===== src/rtl/timestamp_uart_tx_pkg.sv =====
// Shared constants, FSM encoding and character-mux helper for the timestamp UART line sender.
package timestamp_uart_tx_pkg;

    localparam int DEF_CLKS_PER_BIT = 5208;
    localparam int LINE_LEN         = 23;
    localparam int NUM_DIGITS       = 15;

    localparam logic [7:0] ASCII_ZERO  = 8'h30;
    localparam logic [7:0] ASCII_DASH  = 8'h2D;
    localparam logic [7:0] ASCII_SPACE = 8'h20;
    localparam logic [7:0] ASCII_COLON = 8'h3A;
    localparam logic [7:0] ASCII_DOT   = 8'h2E;
    localparam logic [7:0] ASCII_CR    = 8'h0D;
    localparam logic [7:0] ASCII_LF    = 8'h0A;

    typedef enum logic [1:0] {
        ST_IDLE  = 2'd0,
        ST_START = 2'd1,
        ST_DATA  = 2'd2,
        ST_STOP  = 2'd3
    } tx_state_e;

    // Digits stored in transmit order: [0]=centenasYear ... [14]=centesimas.
    typedef logic [NUM_DIGITS-1:0][3:0] digits_t;

    function automatic logic [7:0] digit_char(input logic [3:0] d);
        return ASCII_ZERO + {4'h0, d};
    endfunction

    function automatic logic [7:0] line_char(input logic [4:0] idx, input digits_t dg);
        logic [7:0] c;
        case (idx)
            5'd0:    c = digit_char(dg[0]);
            5'd1:    c = digit_char(dg[1]);
            5'd2:    c = digit_char(dg[2]);
            5'd3:    c = ASCII_DASH;
            5'd4:    c = digit_char(dg[3]);
            5'd5:    c = digit_char(dg[4]);
            5'd6:    c = ASCII_DASH;
            5'd7:    c = digit_char(dg[5]);
            5'd8:    c = digit_char(dg[6]);
            5'd9:    c = ASCII_SPACE;
            5'd10:   c = digit_char(dg[7]);
            5'd11:   c = digit_char(dg[8]);
            5'd12:   c = ASCII_COLON;
            5'd13:   c = digit_char(dg[9]);
            5'd14:   c = digit_char(dg[10]);
            5'd15:   c = ASCII_COLON;
            5'd16:   c = digit_char(dg[11]);
            5'd17:   c = digit_char(dg[12]);
            5'd18:   c = ASCII_DOT;
            5'd19:   c = digit_char(dg[13]);
            5'd20:   c = digit_char(dg[14]);
            5'd21:   c = ASCII_CR;
            default: c = ASCII_LF;
        endcase
        return c;
    endfunction

endpackage


===== src/rtl/timestamp_uart_tx_byte.sv =====
// 8N1 byte serializer; a start seen on the last stop-bit cycle chains the next byte with no gap.
module uart_tx_byte
    import timestamp_uart_tx_pkg::*;
#(
    parameter int CLKS_PER_BIT = DEF_CLKS_PER_BIT
) (
    input  logic       clk_i,
    input  logic       rst_i,
    input  logic       start_i,
    input  logic [7:0] data_i,
    output logic       tx_o,
    output logic       ready_o,
    output logic [1:0] state_o
);

    localparam int CW = (CLKS_PER_BIT > 1) ? $clog2(CLKS_PER_BIT) : 1;
    localparam logic [CW-1:0] CNT_LAST = CW'(CLKS_PER_BIT - 1);

    tx_state_e   state_q, state_d;
    logic [CW-1:0] cnt_q, cnt_d;
    logic [2:0]  bit_q, bit_d;
    logic [7:0]  shift_q, shift_d;
    logic        tx_q, tx_d;
    logic        last;

    assign last    = (cnt_q == CNT_LAST);
    assign ready_o = (state_q == ST_IDLE) || ((state_q == ST_STOP) && last);
    assign tx_o    = tx_q;
    assign state_o = state_q;

    always_comb begin
        state_d = state_q;
        cnt_d   = cnt_q;
        bit_d   = bit_q;
        shift_d = shift_q;
        tx_d    = tx_q;
        case (state_q)
            ST_IDLE: begin
                if (start_i) begin
                    state_d = ST_START;
                    cnt_d   = '0;
                    shift_d = data_i;
                    tx_d    = 1'b0;
                end
            end
            ST_START: begin
                if (last) begin
                    state_d = ST_DATA;
                    cnt_d   = '0;
                    bit_d   = 3'd0;
                    tx_d    = shift_q[0];
                end else begin
                    cnt_d = cnt_q + 1'b1;
                end
            end
            ST_DATA: begin
                if (last) begin
                    cnt_d = '0;
                    if (bit_q == 3'd7) begin
                        state_d = ST_STOP;
                        tx_d    = 1'b1;
                    end else begin
                        bit_d   = bit_q + 3'd1;
                        shift_d = {1'b0, shift_q[7:1]};
                        tx_d    = shift_q[1];
                    end
                end else begin
                    cnt_d = cnt_q + 1'b1;
                end
            end
            ST_STOP: begin
                if (last) begin
                    cnt_d = '0;
                    if (start_i) begin
                        state_d = ST_START;
                        shift_d = data_i;
                        tx_d    = 1'b0;
                    end else begin
                        state_d = ST_IDLE;
                        tx_d    = 1'b1;
                    end
                end else begin
                    cnt_d = cnt_q + 1'b1;
                end
            end
            default: begin
                state_d = ST_IDLE;
                tx_d    = 1'b1;
            end
        endcase
    end

    always_ff @(posedge clk_i or posedge rst_i) begin
        if (rst_i) begin
            state_q <= ST_IDLE;
            cnt_q   <= '0;
            bit_q   <= 3'd0;
            shift_q <= 8'h00;
            tx_q    <= 1'b1;
        end else begin
            state_q <= state_d;
            cnt_q   <= cnt_d;
            bit_q   <= bit_d;
            shift_q <= shift_d;
            tx_q    <= tx_d;
        end
    end

endmodule


===== src/rtl/timestamp_uart_tx.sv =====
// Snapshots the calendar/stopwatch digits on send and streams them as one 23-char ASCII line.
module timestamp_uart_tx
    import timestamp_uart_tx_pkg::*;
#(
    parameter int CLKS_PER_BIT = DEF_CLKS_PER_BIT
) (
    input  logic       clk,
    input  logic       rst,
    input  logic       send,
    input  logic [3:0] centesimas,
    input  logic [3:0] decimas,
    input  logic [3:0] unidadesSegundo,
    input  logic [2:0] decenasSegundo,
    input  logic [3:0] unidadesMinuto,
    input  logic [3:0] decenasMinuto,
    input  logic [3:0] unidadesHora,
    input  logic [1:0] decenasHora,
    input  logic [3:0] unidadesDia,
    input  logic [1:0] decenasDia,
    input  logic [3:0] unidadesMes,
    input  logic [0:0] decenasMes,
    input  logic [3:0] unidadesYear,
    input  logic [3:0] decenasYear,
    input  logic [3:0] centenasYear,
    output logic       tx,
    output logic       busy,
    output logic       done
);

    localparam logic [4:0] LAST_IDX = 5'(LINE_LEN - 1);

    digits_t    live, snap_q, snap_d;
    logic [4:0] idx_q, idx_d, sel_idx;
    logic       busy_q, busy_d, done_q, done_d;
    logic       accept, advance, finish, byte_start, byte_ready;
    logic [1:0] byte_state;
    logic [7:0] byte_data;

    always_comb begin
        live     = '0;
        live[0]  = centenasYear;
        live[1]  = decenasYear;
        live[2]  = unidadesYear;
        live[3]  = {3'b000, decenasMes};
        live[4]  = unidadesMes;
        live[5]  = {2'b00, decenasDia};
        live[6]  = unidadesDia;
        live[7]  = {2'b00, decenasHora};
        live[8]  = unidadesHora;
        live[9]  = decenasMinuto;
        live[10] = unidadesMinuto;
        live[11] = {1'b0, decenasSegundo};
        live[12] = unidadesSegundo;
        live[13] = decimas;
        live[14] = centesimas;
    end

    // done_q blocks acceptance so a send coincident with done is dropped.
    assign accept     = send && !busy_q && !done_q && (byte_state == ST_IDLE);
    assign advance    = busy_q && byte_ready && (idx_q != LAST_IDX);
    assign finish     = busy_q && byte_ready && (idx_q == LAST_IDX);
    assign byte_start = accept || advance;

    // Char 0 leaves on the accept edge, so it comes straight from the live inputs.
    assign sel_idx   = busy_q ? (idx_q + 5'd1) : 5'd0;
    assign byte_data = line_char(sel_idx, busy_q ? snap_q : live);

    always_comb begin
        snap_d = snap_q;
        idx_d  = idx_q;
        busy_d = busy_q;
        done_d = finish;
        if (accept) begin
            snap_d = live;
            idx_d  = 5'd0;
            busy_d = 1'b1;
        end
        if (advance) idx_d  = idx_q + 5'd1;
        if (finish)  busy_d = 1'b0;
    end

    always_ff @(posedge clk or posedge rst) begin
        if (rst) begin
            snap_q <= '0;
            idx_q  <= 5'd0;
            busy_q <= 1'b0;
            done_q <= 1'b0;
        end else begin
            snap_q <= snap_d;
            idx_q  <= idx_d;
            busy_q <= busy_d;
            done_q <= done_d;
        end
    end

    uart_tx_byte #(
        .CLKS_PER_BIT(CLKS_PER_BIT)
    ) u_byte (
        .clk_i   (clk),
        .rst_i   (rst),
        .start_i (byte_start),
        .data_i  (byte_data),
        .tx_o    (tx),
        .ready_o (byte_ready),
        .state_o (byte_state)
    );

    assign busy = busy_q;
    assign done = done_q;

endmodule


===== config.mk =====
export PLATFORM = sky130hd
export DESIGN_NAME = timestamp_uart_tx
export DESIGN_NICKNAME = d
export VERILOG_FILES = /design/src/rtl/timestamp_uart_tx_pkg.sv /design/src/rtl/timestamp_uart_tx_byte.sv /design/src/rtl/timestamp_uart_tx.sv
export SDC_FILE = /design/constraint.sdc
export NUM_CORES = 1
export LEC_CHECK = 0
export CAP_MARGIN = 25
export CELL_PAD_IN_SITES_DETAIL_PLACEMENT = 0
export CELL_PAD_IN_SITES_GLOBAL_PLACEMENT = 1
export CORE_MARGIN = 5
export CORE_UTILIZATION = 48
export CTS_BUF_LIST = sky130_fd_sc_hd__clkbuf_8 sky130_fd_sc_hd__clkbuf_16
export DETAILED_ROUTE_END_ITERATION = 7
export PLACE_DENSITY = 0.83
export SLEW_MARGIN = 30
export SYNTH_ARGS = -nofsm -noshare
export SYNTH_HDL_FRONTEND = slang
export SYNTH_HIERARCHICAL = 1
export SYNTH_SLANG_ARGS = --single-unit

===== constraint.sdc =====
create_clock -name clk -period 7.3 [get_ports clk]
set_clock_uncertainty 0.05 [all_clocks]
set_input_delay 1.825 -clock clk [delete_from_list [all_inputs] [get_ports clk]]
set_output_delay 1.825 -clock clk [all_outputs]
set_load 0.01 [all_outputs]

==> reports/summary.md <==
## Status
* status: complete, no violations

## STA
* RSZ-0062 raised after global routing: false
* final setup slack of the worst path: 2.96 ns
* Hold Slack: 0.461 ns
* final-report max-slew violation count: 0
* crit path time final: 4.34 ns
* worst-case headroom to the max-slew limit: 39.0%
* number of hold-slack violations in the final timing report: 0
* final number of setup-violating endpoints: 0
* Tightest Pin Transition: 0.913 ns
* fin crit share: 59.5%
* aggregate negative setup slack: 0 ns
* top achievable clock speed: 0.230 GHz

## Synth
* area of the mapped netlist: 4870 um2
* gate count after technology mapping: 458
* cell types with the largest area share after synthesis: sky130_fd_sc_hd__dfrtp_1 44%, sky130_fd_sc_hd__mux2_2 16%, sky130_fd_sc_hd__nand3_1 2.8%
* number of synthesis warnings: 6
* fraction of synthesis flops using an asynchronous set or reset pin: 100%
* mean area per synthesized cell: 10.6 um2
* fraction of post-synthesis cell area in the top cell type by area: 43.7%
* register bit total from synthesis: 86
* sequential area share after synthesis: 44.2%
* count of flip-flops with a built-in enable after synthesis: 0
* cell accounting for the most synthesized area: sky130_fd_sc_hd__dfrtp_1
* Top FF cell, synth: sky130_fd_sc_hd__dfrtp_1
* Netlist cell types: 71

## Layout
* synth-to-layout area growth: 17.5%
* number of nets in the finished design: 568
* fin util: 58.3%
* final std cell area, no fill: 5720 um2
* number of diodes added for antenna fixing: 0
* leading cell type in the layout, fill and taps excluded: sky130_fd_sc_hd__dfrtp_1
* final standard cell count with taps included and fillers excluded: 640
* Filler Cell Count: 909
* most frequent cells in the layout: 85 x sky130_fd_sc_hd__dfrtp_1, 70 x sky130_fd_sc_hd__mux2_2, 57 x sky130_fd_sc_hd__clkdlybuf4s50_1
* fraction of layout cells with a size suffix above 1: 21.7%

## Global routing
* global-route wire length before repair: 19400 um
* final global-route overflow total: 0
* antenna violations before repair: 0
* maximum number of pins on one net before global-route repair: 60
* total routing usage reported by global routing: 19.2%
* vias in the first global route: 3843

## Power
* Net Switching: 0.203 mW
* worst-case vdd ir drop: 101 uV
* sequential power share: 55.4%
* Switching Fraction: 22.5%
* power density over the cells: 157 nW/um2
* clock network power share: 36.7%
* total power of the final layout: 0.902 mW
* Static Leakage: 2.44 nW
* Combinational Power Share: 7.9%
* internal power: 0.699 mW

## CTS
* number of buffers inserted during clock tree synthesis: 9
* number of clock sinks: 86
* Clock Path Buffers: 2
* clk_lat worst skew: 0.36 ns
* post-CTS setup buffer count: 0
* Clk Tree Root Cell: sky130_fd_sc_hd__clkbuf_8
* clock slew at the register clock pins of the worst setup and hold paths: 0.08 ns
* quantity of hold-fixing buffers added after cts: 0
* clock tree from TritonCTS: done
* Clock H-tree levels: 3
* number of resized instances in the post-cts repair step: 0

## Route
* DRT Pass-1 Iters: 4
* remaining number of nets flagged by the antenna check after routing: 0
* WL final: 11400 um
* via total after detailed routing: 3787
* DRC violations left: 0
* WL per Instance: 17.8 um
* count of routing violations after the opening detailed-route iteration: 231
* via count normalized by instance count: 5.92

## Floorplanning
* number of top-level pins: 58
* die width: 111 um
* Die Outline Area: 12300 um2
* Die Height: 111 um
* core box area: 9820 um2
* Row Count: 36
* effective utilization at floorplan: 49.6%

## Place
* Final GP Congestion: 0.785
* Post-Place Cells: 625
* area of placed instances: 5530 um2
* number of port buffers: 57
* half-perimeter wire length after detailed placement: 7940 um
* setup slack at placement: 2.52 ns

## Worst setup path
* critical path class: input pin to flip-flop
* critical path data arrival time: 4.54 ns
* WP data required: 7.50 ns
* Setup crit start kind: input pin
* critical-path maximum fanout: 54
* Worst setup EP type: flip-flop

## Hold path
* Hold/Removal Path Class: flip-flop to flip-flop

## Run
* count of max-cap constraint violations: 0

[layer usage]
layer / GRT usage (%) / part of all wire (%)
met3: 2.73 / 3.6
met5: 0 / 0
met2: 28.8 / 45
met1: 28.0 / 50
met4: 7.72 / 1.8
[power groups by stage]
stage          logic, mW  clock network, mW  registers, mW
2_1_floorplan     0.0336                  0          0.506
3_3_place_gp      0.0710                  0          0.508
3_5_place_dp      0.0726                  0          0.509
4_1_cts           0.0728              0.342          0.499
5_1_grt           0.0785              0.357          0.501
6_report          0.0715              0.331          0.499
[worst max-delay path: stages]
cell and delay (ns):
sky130_fd_sc_hd__clkdlybuf4s50_1 0.45, sky130_fd_sc_hd__nand2b_1 0.08, sky130_fd_sc_hd__nor4_4 0.12, sky130_fd_sc_hd__buf_4 0.57, sky130_fd_sc_hd__nor2b_1 0.23, sky130_fd_sc_hd__inv_1 0.23
sky130_fd_sc_hd__nand2b_1 0.13, sky130_fd_sc_hd__a221oi_4 0.50, sky130_fd_sc_hd__mux2_2 0.39
[registers in the layout, indices dropped and copies added (netlist names)]
register / flops
snap_q: 52
u_byte/cnt_q: 13
u_byte/shift_q: 8
idx_q: 5
u_byte/bit_q: 3
u_byte/state_o: 2
busy: 1
done: 1
u_byte/tx_o: 1
[synth_stat cells, drive strengths merged, types with 11 or more instances]
| cell | count |
|---|---|
| a31oi | 11 |
| mux2 | 70 |
| nand2 | 32 |
| nor2 | 20 |
| dfrtp | 85 |
| nand3 | 29 |
| clkbuf | 12 |
| buf | 16 |
| a22o | 12 |
| o21ai | 23 |
[area by class of cell]
class / count / area [um2] / area share, %
Multi-Input combinational cell: 335 / 2580 / 45.0
Sequential cell: 86 / 2150 / 37.6
Timing Repair Buffer: 61 / 601 / 10.5
Tap cell: 133 / 166 / 2.91
Clock buffer: 10 / 138 / 2.40
Clock inverter: 5 / 51.3 / 0.896
Inverter: 10 / 37.5 / 0.656
[kinds of logic after synthesis]
logic type	share of synthesized area, %
mux	16.8
compound gates	15.1
fa+ha+maj	2.57
buf+inv	3.52
other cells	0.0770
xor+xnor	1.08
flops	44.2
simple gates	16.7
[final timing paths]
check / slack [ns] / from / to / cells past startpoint
max reg2reg: 3.72 / u_byte/cnt_q[0] / u_byte/shift_q[2] / 10
max in group asynchronous: 4.72 / rst / snap_q[4] / 3
max: 2.96 / send / u_byte/shift_q[2] / 9
min: 0.46 / snap_q[48] / snap_q[48] / 1
min reg2reg: 0.46 / snap_q[48] / snap_q[48] / 1
min in group asynchronous: 1.83 / rst / u_byte/bit_q[2] / 2
(Power assumes the default switching activity.)
